[src/rtl/tail_light_seq.sv]
// ---------------------------------------------------------------------------
// tail_light_seq
//
// Next-state and timing engine for the tail-light controller. The two mode
// switches are synchronized, the board clock is divided down to a blink-step
// rate, and a four-state sequencer (IDLE, HAZARDS, TURN_LEFT, TURN_RIGHT)
// with a 2-bit phase is advanced once per blink step. The downstream output
// logic decodes CurrentState/phase into the lamp and display drives.
//
// Parameters:
//   TICK_DIV      clock cycles per blink step, legal range 2..2^24
//
// Ports:
//   clk           system clock, all registers update on the rising edge
//   reset         synchronous, active-high reset
//   SW[1:0]       asynchronous mode switches
//                 00 = idle, 01 = left, 10 = right, 11 = hazards
//   CurrentState  registered state code (000 idle, 001 hazards,
//                 010 turn left, 011 turn right)
//   phase         registered sequence position within the state
//   step          one-cycle pulse in the cycle after each tick edge
// ---------------------------------------------------------------------------
module tail_light_seq #(
    parameter int TICK_DIV = 12500000
) (
    input  logic       clk,
    input  logic       reset,
    input  logic [1:0] SW,
    output logic [2:0] CurrentState,
    output logic [1:0] phase,
    output logic       step
);

    typedef enum logic [2:0] {
        IDLE       = 3'b000,
        HAZARDS    = 3'b001,
        TURN_LEFT  = 3'b010,
        TURN_RIGHT = 3'b011
    } state_t;

    localparam logic [1:0]  REQ_IDLE    = 2'b00;
    localparam logic [1:0]  REQ_LEFT    = 2'b01;
    localparam logic [1:0]  REQ_RIGHT   = 2'b10;
    localparam logic [1:0]  REQ_HAZARDS = 2'b11;

    // 24 bits holds every count up to TICK_DIV-1 for TICK_DIV up to 2^24.
    localparam logic [23:0] CNT_LAST    = 24'(TICK_DIV - 1);

    state_t      state;
    logic [1:0]  sw_meta;
    logic [1:0]  req;
    logic [23:0] cnt;
    logic        tick;

    assign tick         = (cnt == CNT_LAST);
    assign CurrentState = state;

    // State entered when leaving IDLE (or a finished sequence) for a
    // requested mode.
    function automatic state_t mode_state(input logic [1:0] r);
        case (r)
            REQ_LEFT:    return TURN_LEFT;
            REQ_RIGHT:   return TURN_RIGHT;
            REQ_HAZARDS: return HAZARDS;
            default:     return IDLE;
        endcase
    endfunction

    // Every active mode starts with its first lit phase; idle stays dark.
    function automatic logic [1:0] mode_phase(input logic [1:0] r);
        return (r == REQ_IDLE) ? 2'd0 : 2'd1;
    endfunction

    // Synchronizer, prescaler, step pulse and sequencer all live in one
    // clocked block so that reset wins over a coincident tick.
    always_ff @(posedge clk) begin
        if (reset) begin
            sw_meta <= 2'b00;
            req     <= 2'b00;
            cnt     <= '0;
            step    <= 1'b0;
            state   <= IDLE;
            phase   <= 2'd0;
        end else begin
            sw_meta <= SW;
            req     <= sw_meta;
            step    <= tick;
            cnt     <= tick ? 24'd0 : cnt + 24'd1;

            if (tick) begin
                case (state)
                    IDLE: begin
                        state <= mode_state(req);
                        phase <= mode_phase(req);
                    end

                    TURN_LEFT, TURN_RIGHT: begin
                        // Hazards preempt a running turn sequence; otherwise
                        // the sequence always runs through its dark phase 0
                        // before a new mode is picked up.
                        if (req == REQ_HAZARDS) begin
                            state <= HAZARDS;
                            phase <= 2'd1;
                        end else if (phase != 2'd0) begin
                            phase <= phase + 2'd1;
                        end else begin
                            state <= mode_state(req);
                            phase <= mode_phase(req);
                        end
                    end

                    HAZARDS: begin
                        // Leaving hazards from the lit phase first spends one
                        // step dark, so hazards always end with lamps off.
                        if (req == REQ_HAZARDS) begin
                            phase <= (phase == 2'd0) ? 2'd1 : 2'd0;
                        end else if (phase != 2'd0) begin
                            phase <= 2'd0;
                        end else begin
                            state <= mode_state(req);
                            phase <= mode_phase(req);
                        end
                    end

                    default: begin
                        state <= IDLE;
                        phase <= 2'd0;
                    end
                endcase
            end
        end
    end

endmodule

[config.mk]
export PLATFORM = sky130hd
export DESIGN_NAME = tail_light_seq
export DESIGN_NICKNAME = d
export VERILOG_FILES = /design/src/rtl/tail_light_seq.sv
export SDC_FILE = /design/constraint.sdc
export NUM_CORES = 1
export LEC_CHECK = 0
export ABC_AREA = 1
export CORE_MARGIN = 5
export CORE_UTILIZATION = 60
export DETAILED_ROUTE_END_ITERATION = 16
export GPL_ROUTABILITY_DRIVEN = 0
export PLACE_DENSITY = 0.8
export SLEW_MARGIN = 15
export SYNTH_ARGS = -nofsm -noshare
export SYNTH_HDL_FRONTEND = slang
export SYNTH_SLANG_ARGS = --single-unit
[constraint.sdc]
create_clock -name clk -period 3.2 [get_ports clk]
set_clock_uncertainty 0.05 [all_clocks]
set_input_delay 0.32 -clock clk [delete_from_list [all_inputs] [get_ports clk]]
set_output_delay 0.32 -clock clk [all_outputs]
set_load 0.005 [all_outputs]
# ---- After elaboration in Yosys (flattened, before gate mapping)
# Index checks and enable logic that the tools add are counted.
dict set report classes {
  n_lt_le_gt_ge 0
  mux 13
  div_mod_pow 0
  n_mul 0
  n_eq_ne 8
  n_reduce_logical 7
  addsub 2
  shifts 0
  bitwise_logic 0
}
# op n
set op_table {}
lappend op_table {{24-bit by 1-bit adder with 24-bit output, second input constant} 1}
lappend op_table {{24-bit == test, second input constant} 1}
lappend op_table {{2-bit case mux with 3 select lines} 2}
lappend op_table {{3-bit two-way mux} 3}
lappend op_table {{3-bit case mux with 3 select lines} 1}
lappend op_table {{3-bit by 2-bit == test with 1-bit output, second input constant} 2}
lappend op_table {{2-bit == test, second input constant} 2}
lappend op_table {{2-bit zero test} 2}
lappend op_table {{1-bit two-way mux} 4}
lappend op_table {{2-bit two-way mux} 2}
lappend op_table {{2-bit case mux with 2 select lines} 1}
lappend op_table {{2-bit OR reduction} 2}
lappend op_table {{3-bit by 1-bit == test with 1-bit output, second input constant} 1}
lappend op_table {{3-bit zero test} 1}
lappend op_table {{2-bit by 1-bit adder with 2-bit output, second input constant} 1}
lappend op_table {{2-bit by 1-bit == test with 1-bit output, second input constant} 1}
lappend op_table {{2-bit inequality test, second input constant} 1}
lappend op_table {{2-bit AND reduction} 1}
lappend op_table {{2-bit nonzero test} 1}
dict set report word_totals {
  register_bits 34
  out_inout_bits 6
  latchBits 0
  n_memories 0
  wordCells 36
  ramBits 0
  mem_bits_ro 0
}

# ---- Logic depth before layout (Yosys ltp)
# Gate-level depths: netlist (run 1).
dict set report depth {
  depth_word 5
  depth_mapped 9
}

# ---- Worst setup path after synthesis (run 1)
# OpenSTA, ideal clock, no wires.
dict set report synth_path {
  path_type {reg2reg}
  from {register cnt[0]}
  to {register cnt[12]}
  required_ps 3035
  path_buffers 1
  stages_incl_launch_ff 10
  arrival_time_ps 1251
  setup_ps 115
  path_slack_ps 1784
  cell_sequence {dfxtp_1 -> ha_1 -> nand2_1 -> nor2_2 -> nand2_1 -> inv_2 -> nand3_4 -> nand2_4 -> buf_6 -> nor2_1}
}
dict set report synth_via {
  elab_chain_len 2
}
# item line
set synth_lines {}
lappend synth_lines {{from (decl)} 52} ;# logic [23:0] cnt;
lappend synth_lines {{from (signal assigned)} 88} ;# cnt <= tick ? 24'd0 : cnt + 24'd1;
lappend synth_lines {{parallel branches: the longest is 2 deep, another holds 24-bit by 1-bit adder with 24-bit output} --}
# Several ways; the timed one is not identified.
# A chain may end at the register's enable or synchronous reset.

# ---- Worst setup path after layout (run 1)
dict set report layout_path {
  from {register state[0], in the netlist CurrentState[0]}
  to {output port CurrentState[0]}
}
# item line
set layout_lines {}
lappend layout_lines {{from (decl)} 49} ;# state_t state;
lappend layout_lines {{from (signal assigned)} 93} ;# state <= mode_state(req);
lappend layout_lines {{from (signal assigned)} 107} ;# state <= mode_state(req);
lappend layout_lines {{from (signal assigned)} 120} ;# state <= mode_state(req);
lappend layout_lines {{to (decl)} 29} ;# output logic [2:0] CurrentState,
# No word-level cell between the ends.

==> results of run 1 <==
[worst min-delay path: cells and delay by family (launching register included)]
kind / cells / cell delay [ps]
AND/OR/NAND/NOR: 1 / 30
flip-flops: 1 / 310
buffers and inverters: 1 / 40
[cell usage in the layout, fill, tap and decap left out]
cell	netlist	routed
sky130_fd_sc_hd__nor2_2	4	4
sky130_fd_sc_hd__or2_2	1	1
sky130_fd_sc_hd__nand2_4	1	1
sky130_fd_sc_hd__clkinvlp_4	0	1
sky130_fd_sc_hd__nor2_4	1	1
sky130_fd_sc_hd__bufinv_16	0	1
sky130_fd_sc_hd__inv_2	4	4
sky130_fd_sc_hd__nand3_4	1	1
sky130_fd_sc_hd__nand3_1	19	19
sky130_fd_sc_hd__o211ai_1	1	1
sky130_fd_sc_hd__ha_1	6	6
sky130_fd_sc_hd__clkbuf_1	0	1
sky130_fd_sc_hd__clkbuf_4	0	5
sky130_fd_sc_hd__nand2_1	82	82
sky130_fd_sc_hd__xnor2_1	2	2
sky130_fd_sc_hd__o21ai_0	7	7
sky130_fd_sc_hd__nand4_1	4	4
sky130_fd_sc_hd__dfxtp_1	34	34
sky130_fd_sc_hd__a21oi_1	13	13
sky130_fd_sc_hd__o21bai_1	1	1
sky130_fd_sc_hd__or2_0	1	1
sky130_fd_sc_hd__nor2_1	60	60
sky130_fd_sc_hd__inv_1	32	32
sky130_fd_sc_hd__clkdlybuf4s50_1	0	9
sky130_fd_sc_hd__xor2_1	6	6
sky130_fd_sc_hd__nor3_1	4	4
[routing by layer]
metal	routed length (um)	vias up	track usage, %
li1	-	912	-
met1	1960	731	28.8
met2	1620	44	28.7
met3	261	5	5.81
met4	35	0	7.77
met5	0	-	0
[final cells by class]
class	count	area [um^2]	share of cell area [%]
Inverter	36	135	6.63
Clock buffer	6	41.3	2.03
Multi-Input combinational cell	214	1010	49.6
Tap cell	33	41.3	2.03
Sequential cell	34	681	33.4
Timing Repair Buffer	9	90.1	4.42
Clock inverter	2	37.5	1.84
[stage by stage]
stage / util [%] / cell area [um^2]
global route: 67.8 / 2040
CTS: 67.8 / 2040
floorplan: - / 1850
detailed placement: 65.2 / 1960
global placement: 65.2 / 1960
finish: 67.8 / 2040
[power groups by stage]
stage / logic (mW) / clock network [mW] / registers (mW)
after floorplan: 0.0215 / 0 / 0.441
after global placement: 0.0272 / 0 / 0.441
after detailed placement: 0.0284 / 0 / 0.441
after CTS: 0.0284 / 0.322 / 0.432
after global routing: 0.0323 / 0.342 / 0.433
final: 0.0279 / 0.313 / 0.432
[worst min path at each step]
stage	depth (start not counted)	from	endpoint
after floorplan	2	sw_meta[0]	req[0]
after global placement	2	sw_meta[1]	req[1]
after global routing	2	sw_meta[0]	req[0]
after detailed placement	2	sw_meta[1]	req[1]
final	2	sw_meta[1]	req[1]
after CTS	2	sw_meta[1]	req[1]
[kinds of logic after synthesis]
logic type / Yosys count / share of synthesized area, %
AND/OR/NAND/NOR: 178 / 40.6
buffers and inverters: 38 / 8.52
flip-flops: 34 / 36.8
AO/OA/AOI/OAI: 22 / 6.22
XOR/XNOR: 8 / 3.79
adder cells (fa/ha/maj): 6 / 4.06
[sequential cells by signal, indices dropped and copies added (netlist names)]
signal	flops
cnt	24
CurrentState	3
phase	2
req	2
sw_meta	2
step	1
==> run summary, run 1 <==
### Outcome
* **outcome** finished, final reports clean

### Global routing
* **via count of the first global-routing pass** 1,448
* **wire length of the first global-routing pass** 6.62 mm
* **total congestion overflow** 0
* **total routing usage reported by global routing** 20.3%
* **maximum number of pins on one net before global-route repair** 25
* **initial antenna violation count** 0

### Hold path
* **path class of the lowest-slack min-delay path** flop to flop

### Route
* **vias per std cell** 5.07
* **WL/cell** 11.6 um
* **sum of routed wire length over all layers** 3.88 mm
* **first drt pass iteration count** 5
* **vias after detailed routing** 1,692
* **remaining number of nets flagged by the antenna check after routing** 0
* **Detailed Route Iter0 Violations** 137
* **detailed-route DRC error count** 0

### Pwr
* **internal power of the cells** 604 uW
* **net switching power** 168 uW
* **switching fraction of total power** 21.8%
* **Sequential Power Share** 55.9%
* **leakage power summed over all cells** 0.759 nW
* **PnR Total Power** 773 uW
* **highest ir drop seen on vdd** 0.000270 V
* **total power divided by cell area** 379 mW/mm^2
* **Combinational Power Share** 3.6%
* **Clk network pwr share** 40.5%

### Timing
* **final critical-path required period** 1750 ps
* **fmax** 0.572 GHz
* **worst rel slew slack** 75.3%
* **Worst Slack Setup Final** 1450 ps
* **final hold vios** 0
* **Post-Route Hold Slack** 359 ps
* **total negative slack for setup checks** 0 ps
* **endpoints failing setup** 0
* **unrepaired setup endpoints after global routing** no
* **worst-margin pin slew** 369 ps
* **Final Cycle Share** 54.6%
* **final number of max-transition violations** 0

### Floorplan
* **height of the die** 65.5 um
* **initial cell density of the core** 61.6%
* **Row Count** 20
* **Top-Level Pins** 10
* **standard cell core area** 0.00300 mm^2
* **die area** 0.00429 mm^2
* **die extent in x** 65.5 um

### Synth
* **share of flip-flops with an asynchronous set or reset after synthesis** 0%
* **share of Yosys cell area claimed by the top area cell type** 36.8%
* **Net Count, Synth** 296
* **Post-Syn Instances** 286
* **warning count from the yosys run** 0
* **cell type with the largest total area after synthesis** sky130_fd_sc_hd__dfxtp_1
* **Synth Flop Type** sky130_fd_sc_hd__dfxtp_1
* **cell with the most instances after synthesis** sky130_fd_sc_hd__nand2_1
* **Mapped Area** 0.00185 mm^2
* **cell types with the largest area share after synthesis** sky130_fd_sc_hd__dfxtp_1, sky130_fd_sc_hd__nand2_1, sky130_fd_sc_hd__nor2_1, sky130_fd_sc_hd__inv_1, sky130_fd_sc_hd__nand3_1
* **synthesized area per cell** 6.47 um^2
* **post-synthesis sequential area ratio** 36.8%
* **Post-synth EDFFs** 0
* **FF+latch count, synth** 34
* **number of distinct library cells after synthesis** 22
* **most instantiated cells after synthesis** sky130_fd_sc_hd__nand2_1, sky130_fd_sc_hd__nor2_1, sky130_fd_sc_hd__dfxtp_1

### Setup path
* **endpoint arrival time on the critical path** 1380 ps
* **type of origin of the critical path** flop
* **slack of the worst reg-to-reg path** 1560 ps
* **critical setup path kind** flop to primary output
* **cell depth of the worst flop-to-flop path** 8
* **terminus of the critical flop-to-flop path** phase[1]
* **Critical-path top delay cell** sky130_fd_sc_hd__clkdlybuf4s50_1
* **launch point of the worst reg-to-reg path** cnt[0]
* **Critical Path Stages** 1
* **Crit. End Element** primary output
* **Worst Path Required** 2830 ps
* **total buffers and inverters traversed by the critical path** 1
* **biggest cell delay along the critical path** 560 ps
* **endpoint of the most critical setup path** CurrentState[0]
* **origin of the worst setup path** CurrentState[0]
* **gate family responsible for the most delay along the worst path** buffers and inverters
* **worst-path maximum fanout** 8
* **crit-path cells** clkdlybuf4s50_1

### Layout
* **Fillers** 290
* **number of diodes added for antenna fixing** 0
* **area added between synthesis and finish** 10.1%
* **number of standard cells in the final layout excluding fillers** 334
* **Net count, final** 310
* **fraction of final layout cells sized beyond drive strength 1** 6.31%

### Clock tree
* **total setup buffers inserted after CTS** 0
* **CTS tree** built
* **cts bufs inserted** 5
* **post-cts repair resize count** 0
* **Max clock buf depth** 2
* **Clk pin slew, worst setup/hold paths** 110 ps
* **master cell of the clock root buffer** sky130_fd_sc_hd__clkbuf_4
* **number of H-tree branching levels** 2
* **Worst-Skew Late Latency** 340 ps
* **number of clock sinks** 34
* **hold buffer count at CTS** 0

### Place
* **total of buffers placed on input and output ports** 9
* **dpl ws** 1510 ps
* **number of placed cells counting well taps** 326
* **half-perimeter wire length after detailed placement** 2.93 mm

### Job
* **max-cap check violation count** 0

Note: power is estimated with default switching activity, not from simulation.
==> run 2: changes to the inputs <==
Settings changed: CORE_UTILIZATION 60 to 59, PLACE_DENSITY 0.8 to 0.79.
Clock period 3.2 ns to 1.8 ns, I/O delays scaled along.
==> run 2 against run 1 <==
Die area grew 1.4%. Sequential share of layout area shrank 0.18 points. Largest power group unchanged. Combinational power grew 90%. Total power grew 63%. Hold slack lost 50 ps. Setup slack lost 1300 ps. Critical path type unchanged. Critical path depth is the same.
==> run summary, run 2 (same netlist as run 1, synthesis figures left out) <==
### Layout
* **Fillers** 280, -3.4%
* **number of standard cells in the final layout excluding fillers** 346, +3.6%
* **fraction of final layout cells sized beyond drive strength 1** 6.62%, +0.31 points
* **area added between synthesis and finish** 10.8%
* **number of diodes added for antenna fixing** 0, unchanged
* **commonest non-fill, non-tap cell in the layout** sky130_fd_sc_hd__nand2_1
* **Largest register FFs** 24, unchanged
* **post-route cell area** 0.00205 mm^2, +0.55%
* **Net count, final** 311, +0.32%
* **post-layout utilization of the core** 67.6%, -0.19 points
* **most used cells in the layout excluding fill and tap cells** sky130_fd_sc_hd__nand2_1, sky130_fd_sc_hd__nor2_1, sky130_fd_sc_hd__dfxtp_1
* **register bank with the most flops** cnt

### Outcome
* **outcome** finished, final reports clean

### Floorplan
* **standard cell core area** 0.00303 mm^2, +0.83%
* **die extent in x** 66.0 um, +0.72%
* **height of the die** 66.0 um, +0.72%
* **Row Count** 20, unchanged
* **Top-Level Pins** 10, unchanged
* **die area** 0.00435 mm^2, +1.4%
* **initial cell density of the core** 61.1%, -0.51 points

### Clock tree
* **Worst-Skew Late Latency** 340 ps, about the same
* **CTS tree** built
* **total setup buffers inserted after CTS** 0, unchanged
* **Clk pin slew, worst setup/hold paths** 110 ps, about the same
* **number of H-tree branching levels** 2, unchanged
* **Max clock buf depth** 2, unchanged
* **post-cts repair resize count** 0, unchanged
* **master cell of the clock root buffer** sky130_fd_sc_hd__clkbuf_4
* **cts bufs inserted** 5, unchanged
* **hold buffer count at CTS** 0, unchanged
* **number of clock sinks** 34, unchanged

### Setup path
* **type of origin of the critical path** flop
* **critical setup path kind** flop to primary output
* **gate family responsible for the most delay along the worst path** buffers and inverters
* **cell depth of the worst flop-to-flop path** 8, unchanged
* **worst-path maximum fanout** 8, unchanged
* **Critical-path top delay cell** sky130_fd_sc_hd__clkdlybuf4s50_1
* **Crit. End Element** primary output
* **launch point of the worst reg-to-reg path** cnt[0]
* **biggest cell delay along the critical path** 560 ps, about the same
* **crit-path cells** clkdlybuf4s50_1
* **endpoint arrival time on the critical path** 1390 ps, about the same
* **Worst Path Required** 1570 ps, -1260 ps
* **terminus of the critical flop-to-flop path** cnt[3]
* **total buffers and inverters traversed by the critical path** 1, unchanged
* **slack of the worst reg-to-reg path** 200 ps, -1360 ps

### Hold path
* **path class of the lowest-slack min-delay path** input pin to flop
* **hold path endpoint** sw_meta[1]
* **critical hold path startpoint** SW[1]
* **WHS Path Cells** 3, +1

### Timing
* **final critical-path required period** 1620 ps
* **Final Cycle Share** 90.0%
* **final hold vios** 0, unchanged
* **final number of max-transition violations** 0, unchanged
* **worst rel slew slack** 77.6%, +2.3 points
* **Post-Route Hold Slack** 309 ps, -50.0 ps
* **fmax** 0.617 GHz
* **unrepaired setup endpoints after global routing** no
* **total negative slack for setup checks** 0 ps, unchanged
* **endpoints failing setup** 0, unchanged
* **Worst Slack Setup Final** 180 ps, -1270 ps
* **worst-margin pin slew** 335 ps, -34.0 ps

### Place
* **half-perimeter wire length after detailed placement** 2.96 mm, +1.0%
* **number of placed cells counting well taps** 338, +3.7%
* **total of buffers placed on input and output ports** 9, unchanged
* **dpl ws** 153 ps, -1350 ps
* **Post-DP Area** 0.00198 mm^2, +1.1%

### Global routing
* **maximum number of pins on one net before global-route repair** 25, unchanged
* **total congestion overflow** 0, unchanged
* **via count of the first global-routing pass** 1,602, +11%
* **wire length of the first global-routing pass** 6.93 mm, +4.7%
* **total routing usage reported by global routing** 20.6%, +0.37 points
* **initial antenna violation count** 0, unchanged

### Route
* **remaining number of nets flagged by the antenna check after routing** 0, unchanged
* **sum of routed wire length over all layers** 3.85 mm, -0.80%
* **WL/cell** 11.1 um, -4.2%
* **first drt pass iteration count** 4, -1
* **vias per std cell** 5.01, -1.2%
* **vias after detailed routing** 1,732, +2.4%
* **Detailed Route Iter0 Violations** 120, -12%
* **detailed-route DRC error count** 0, unchanged

### Pwr
* **leakage power summed over all cells** 0.763 nW, +0.44%
* **total power divided by cell area** 615 mW/mm^2, +62%
* **highest ir drop seen on vdd** 0.000459 V, +70%
* **PnR Total Power** 1.26 mW, +63%

### Job
* **max-cap check violation count** 0, unchanged

[run 2: cell count changes in the layout (fill, tap and decap cells not counted), sizes merged]
cell      delta
clkinvlp     -1
clkinv       +1
bufinv       -1
buf          +1
clkbuf       +1
[run 2: worst max path at each step]
stage                          from              end  slack (ps)  cells after the start
finish              CurrentState[0]  CurrentState[0]         180                      1
floorplan                    cnt[0]          cnt[12]         380                      9
CTS                          cnt[0]           cnt[3]         130                      8
global route                 cnt[0]           cnt[3]          70                      8
detailed placement           cnt[0]         phase[1]         150                      8
global placement             cnt[0]         phase[1]         210                      8
[run 2: layout make-up]
class	instances	area, um^2	area share, %
sequential	34	681	33.2
multi-input combinational	214	1020	49.8
timing repair buffer	10	97.6	4.76
clock buffer	7	55.1	2.69
inverter	36	135	6.60
tap	44	55.1	2.69
clock inverter	1	5.00	0.244
[run 2: power breakdown]
part | switching, mW | leakage [nW] | internal (mW)
Clock | 0.251 | 0.0353 | 0.189
Combinational | 0.0309 | 0.452 | 0.0221
Sequential | 0.00580 | 0.275 | 0.762
Total | 0.288 | 0.763 | 0.973
[run 2: metal layers]
layer / up-vias / track usage (%) / share of wire, %
li1: 924 / - / -
met1: 767 / 29.0 / 50
met2: 35 / 30.5 / 43
met3: 6 / 4.59 / 5.3
met4: 0 / 7.87 / 1.4
met5: - / 0 / 0
==> variant: new RTL, flow settings as in run 2 <==
Add an input register stage for `SW`, without a reset; this delays it by one clock.
--- a/src/rtl/tail_light_seq.sv
+++ b/src/rtl/tail_light_seq.sv
@@ -46,6 +46,12 @@
     // 24 bits holds every count up to TICK_DIV-1 for TICK_DIV up to 2^24.
     localparam logic [23:0] CNT_LAST    = 24'(TICK_DIV - 1);
 
+    logic [1:0] SW_q;
+
+    always_ff @(posedge clk) begin
+        SW_q <= SW;
+    end
+
     state_t      state;
     logic [1:0]  sw_meta;
     logic [1:0]  req;
@@ -82,7 +88,7 @@
             state   <= IDLE;
             phase   <= 2'd0;
         end else begin
-            sw_meta <= SW;
+            sw_meta <= SW_q;
             req     <= sw_meta;
             step    <= tick;
             cnt     <= tick ? 24'd0 : cnt + 24'd1;
Check against the original RTL: no difference found for any inputs over 10 cycles, from zero or initial values and one cycle with reset high; that may be too few to reach the edited logic, so the function may still have changed.
==> variant against run 2 <==
- total power is 14% higher
- sequential share of layout area is 0.45 points lower
- sequential cell count is 2 higher
- combinational power is 5.8% higher
- cell area is 7.3% higher
- sequential power is 6.4% higher
- synthesized area is 6.0% higher
- cell count is 6.6% higher
- core utilization is 0.71 points lower
- non-clock buffer count is 3 higher
- wire length is 7.4% higher
- setup slack worse by 0.037 ns
- largest cell class unchanged
- via count is 4.4% higher
- hold slack worse by 0.10 ns
==> variant: results (changes against run 2) <==
Setup path
The worst-path maximum fanout was 25 (was 8). The worst endpoint data arrival time is 1.84 ns (was 1.39 ns).

Routing
The number of vias per cell is 4.90 (was 5.01). The routed length per placed instance is 11.2 um (was 11.1 um). The violation count after the first detailed-route iteration is 121 (was 120).

The length of the first detailed-routing pass in iterations is 4 (unchanged).

Finish
The share of final-layout standard cells stronger than drive strength 1 is 5.57% (was 6.62%). The antenna diode instance count is 0 (unchanged). The count of filler cells inserted in the layout is 320 (was 280). The number of nets in the finished design is 332 (was 311).

The flip-flop count of the largest register, all copies and words added was 24 (unchanged). The top register by number of flip-flops is cnt (unchanged).

GRT
The pin count of the biggest net entering global routing was 26 (was 25). The number of global-route vias before repair is 1634 (was 1602). The overall fraction of global-route tracks in use is 21.2% (was 20.6%). The initial antenna violation count is 0 (unchanged). The first-pass GRT wire length was 7.25 mm (was 6.93 mm).

Outcome
Status: finished, final reports clean (unchanged).

Placement
The total half-perimeter wirelength after legalization and detailed placement is 3.18 mm (was 2.96 mm). The placed instance area is 2120 um^2 (was 1980 um^2). The count of buffers inserted at the top-level ports is 9 (unchanged).

The minimum setup slack after placement is 0.170 ns (was 0.153 ns).

Clock network
The maximum count of clock buffers along a single path is 2 (unchanged). The root cell of the clock tree is clkbuf_4 (unchanged). The number of instances resized during post-cts repair is 0 (unchanged). The number of buffers inserted during clock tree synthesis is 5 (unchanged). The count of H-tree levels built during CTS is 2 (unchanged). The clock edge transition at the registers on the reported setup and hold paths is 0.12 ns.

The clock latency on the worst-skew pair is 0.35 ns. The number of setup buffers added after CTS came to 0 (unchanged).

Synth
The parity-gate share of the synthesized area counting xor and xnor cells is 5.36% (was 3.79%). The proportion of synthesized flip-flops having asynchronous set or reset was 0% (unchanged). The net count after synthesis is 314 (was 296). The post-synthesis share of cell area spent on full adders, half adders and majority gates is 3.83% (was 4.06%). The count of warnings emitted by yosys is 0 (unchanged). The dominant synthesized flop cell is dfxtp_1 (unchanged). Most frequent cells after synthesis: nand2_1 (80), nor2_1 (76), inv_1 (41), dfxtp_1 (36), nand3_1 (16) (was nand2_1 (82), nor2_1 (60), dfxtp_1 (34), inv_1 (32), nand3_1 (19)). The post-synthesis sequential area ratio came to 36.8% (about the same). The synthesized-area fraction occupied by ao, oa, aoi and oai cells is 4.34% (was 6.22%). The mux contribution to synthesized area is 0% (unchanged). Top post-synthesis cells by area: dfxtp_1 (37%), nand2_1 (15%), nor2_1 (15%) (was dfxtp_1 (37%), nand2_1 (17%), nor2_1 (12%)). The count of unique library cells instantiated by Yosys is 21 (was 22).

STA
The pin slew with the least headroom to its limit is 0.324 ns (was 0.335 ns).

Power
The leakage power is 0.860 nW (was 0.763 nW). The maximum resistive drop on vdd was 0.452 mV (was 0.459 mV).

Worst hold path
The worst hold path class was in2reg (unchanged).
-- variant: worst paths after layout --
path                               from    endpoint  slack [ns]  depth (start not counted)
worst min register to register  SW_q[1]  sw_meta[1]        0.36                          2
worst max-delay path             cnt[1]    phase[1]        0.14                          8
worst max register to register   cnt[1]    phase[1]        0.14                          8
worst min-delay path              SW[1]     SW_q[1]        0.21                          1
-- variant: metrics by stage --
stage	total power, mW	cells
floorplan	0.874	304
global placement	0.889	361
detailed placement	0.891	361
CTS	1.45	369
global route	1.50	369
finish	1.44	369
-- variant: cells by family (layout without fill, tap and decap cells) --
logic type	after synthesis	in the layout
flops	36	36
compound gates	16	16
simple gates	190	190
buf+inv	44	63
xor+xnor	12	12
fa+ha+maj	6	6
-- variant: power breakdown --
group	internal, mW	switching, mW
Clock	0.289	0.277
Combinational	0.0235	0.0326
Sequential	0.809	0.00759
Total	1.12	0.317
-- variant: layout make-up --
| class | count | area (um^2) | area share [%] |
|---|---|---|---|
| multi-input cells | 224 | 1060 | 48.3 |
| repair buffers | 13 | 120 | 5.46 |
| flip-flops and latches | 36 | 721 | 32.8 |
| clock inverters | 3 | 42.5 | 1.94 |
| inverters | 42 | 158 | 7.17 |
| clock buffers | 5 | 37.5 | 1.71 |
| well taps | 46 | 57.6 | 2.62 |
-- variant: metal layers --
layer	vias up	GRT usage, %	routed length [um]
li1	969	-	-
met1	794	28.5	2000
met2	40	32.1	1840
met3	6	5.16	231
met4	0	9.11	57
met5	-	0	0
-- variant: critical path, stage by stage, from the launching register on --
cell     delay, ns
dfxtp_1       0.36
ha_1          0.20
inv_1         0.08
nor2_4        0.14
inv_2         0.05
nor2_1        0.12
nand3_2       0.16
nand2_4       0.27
o21ai_0       0.11
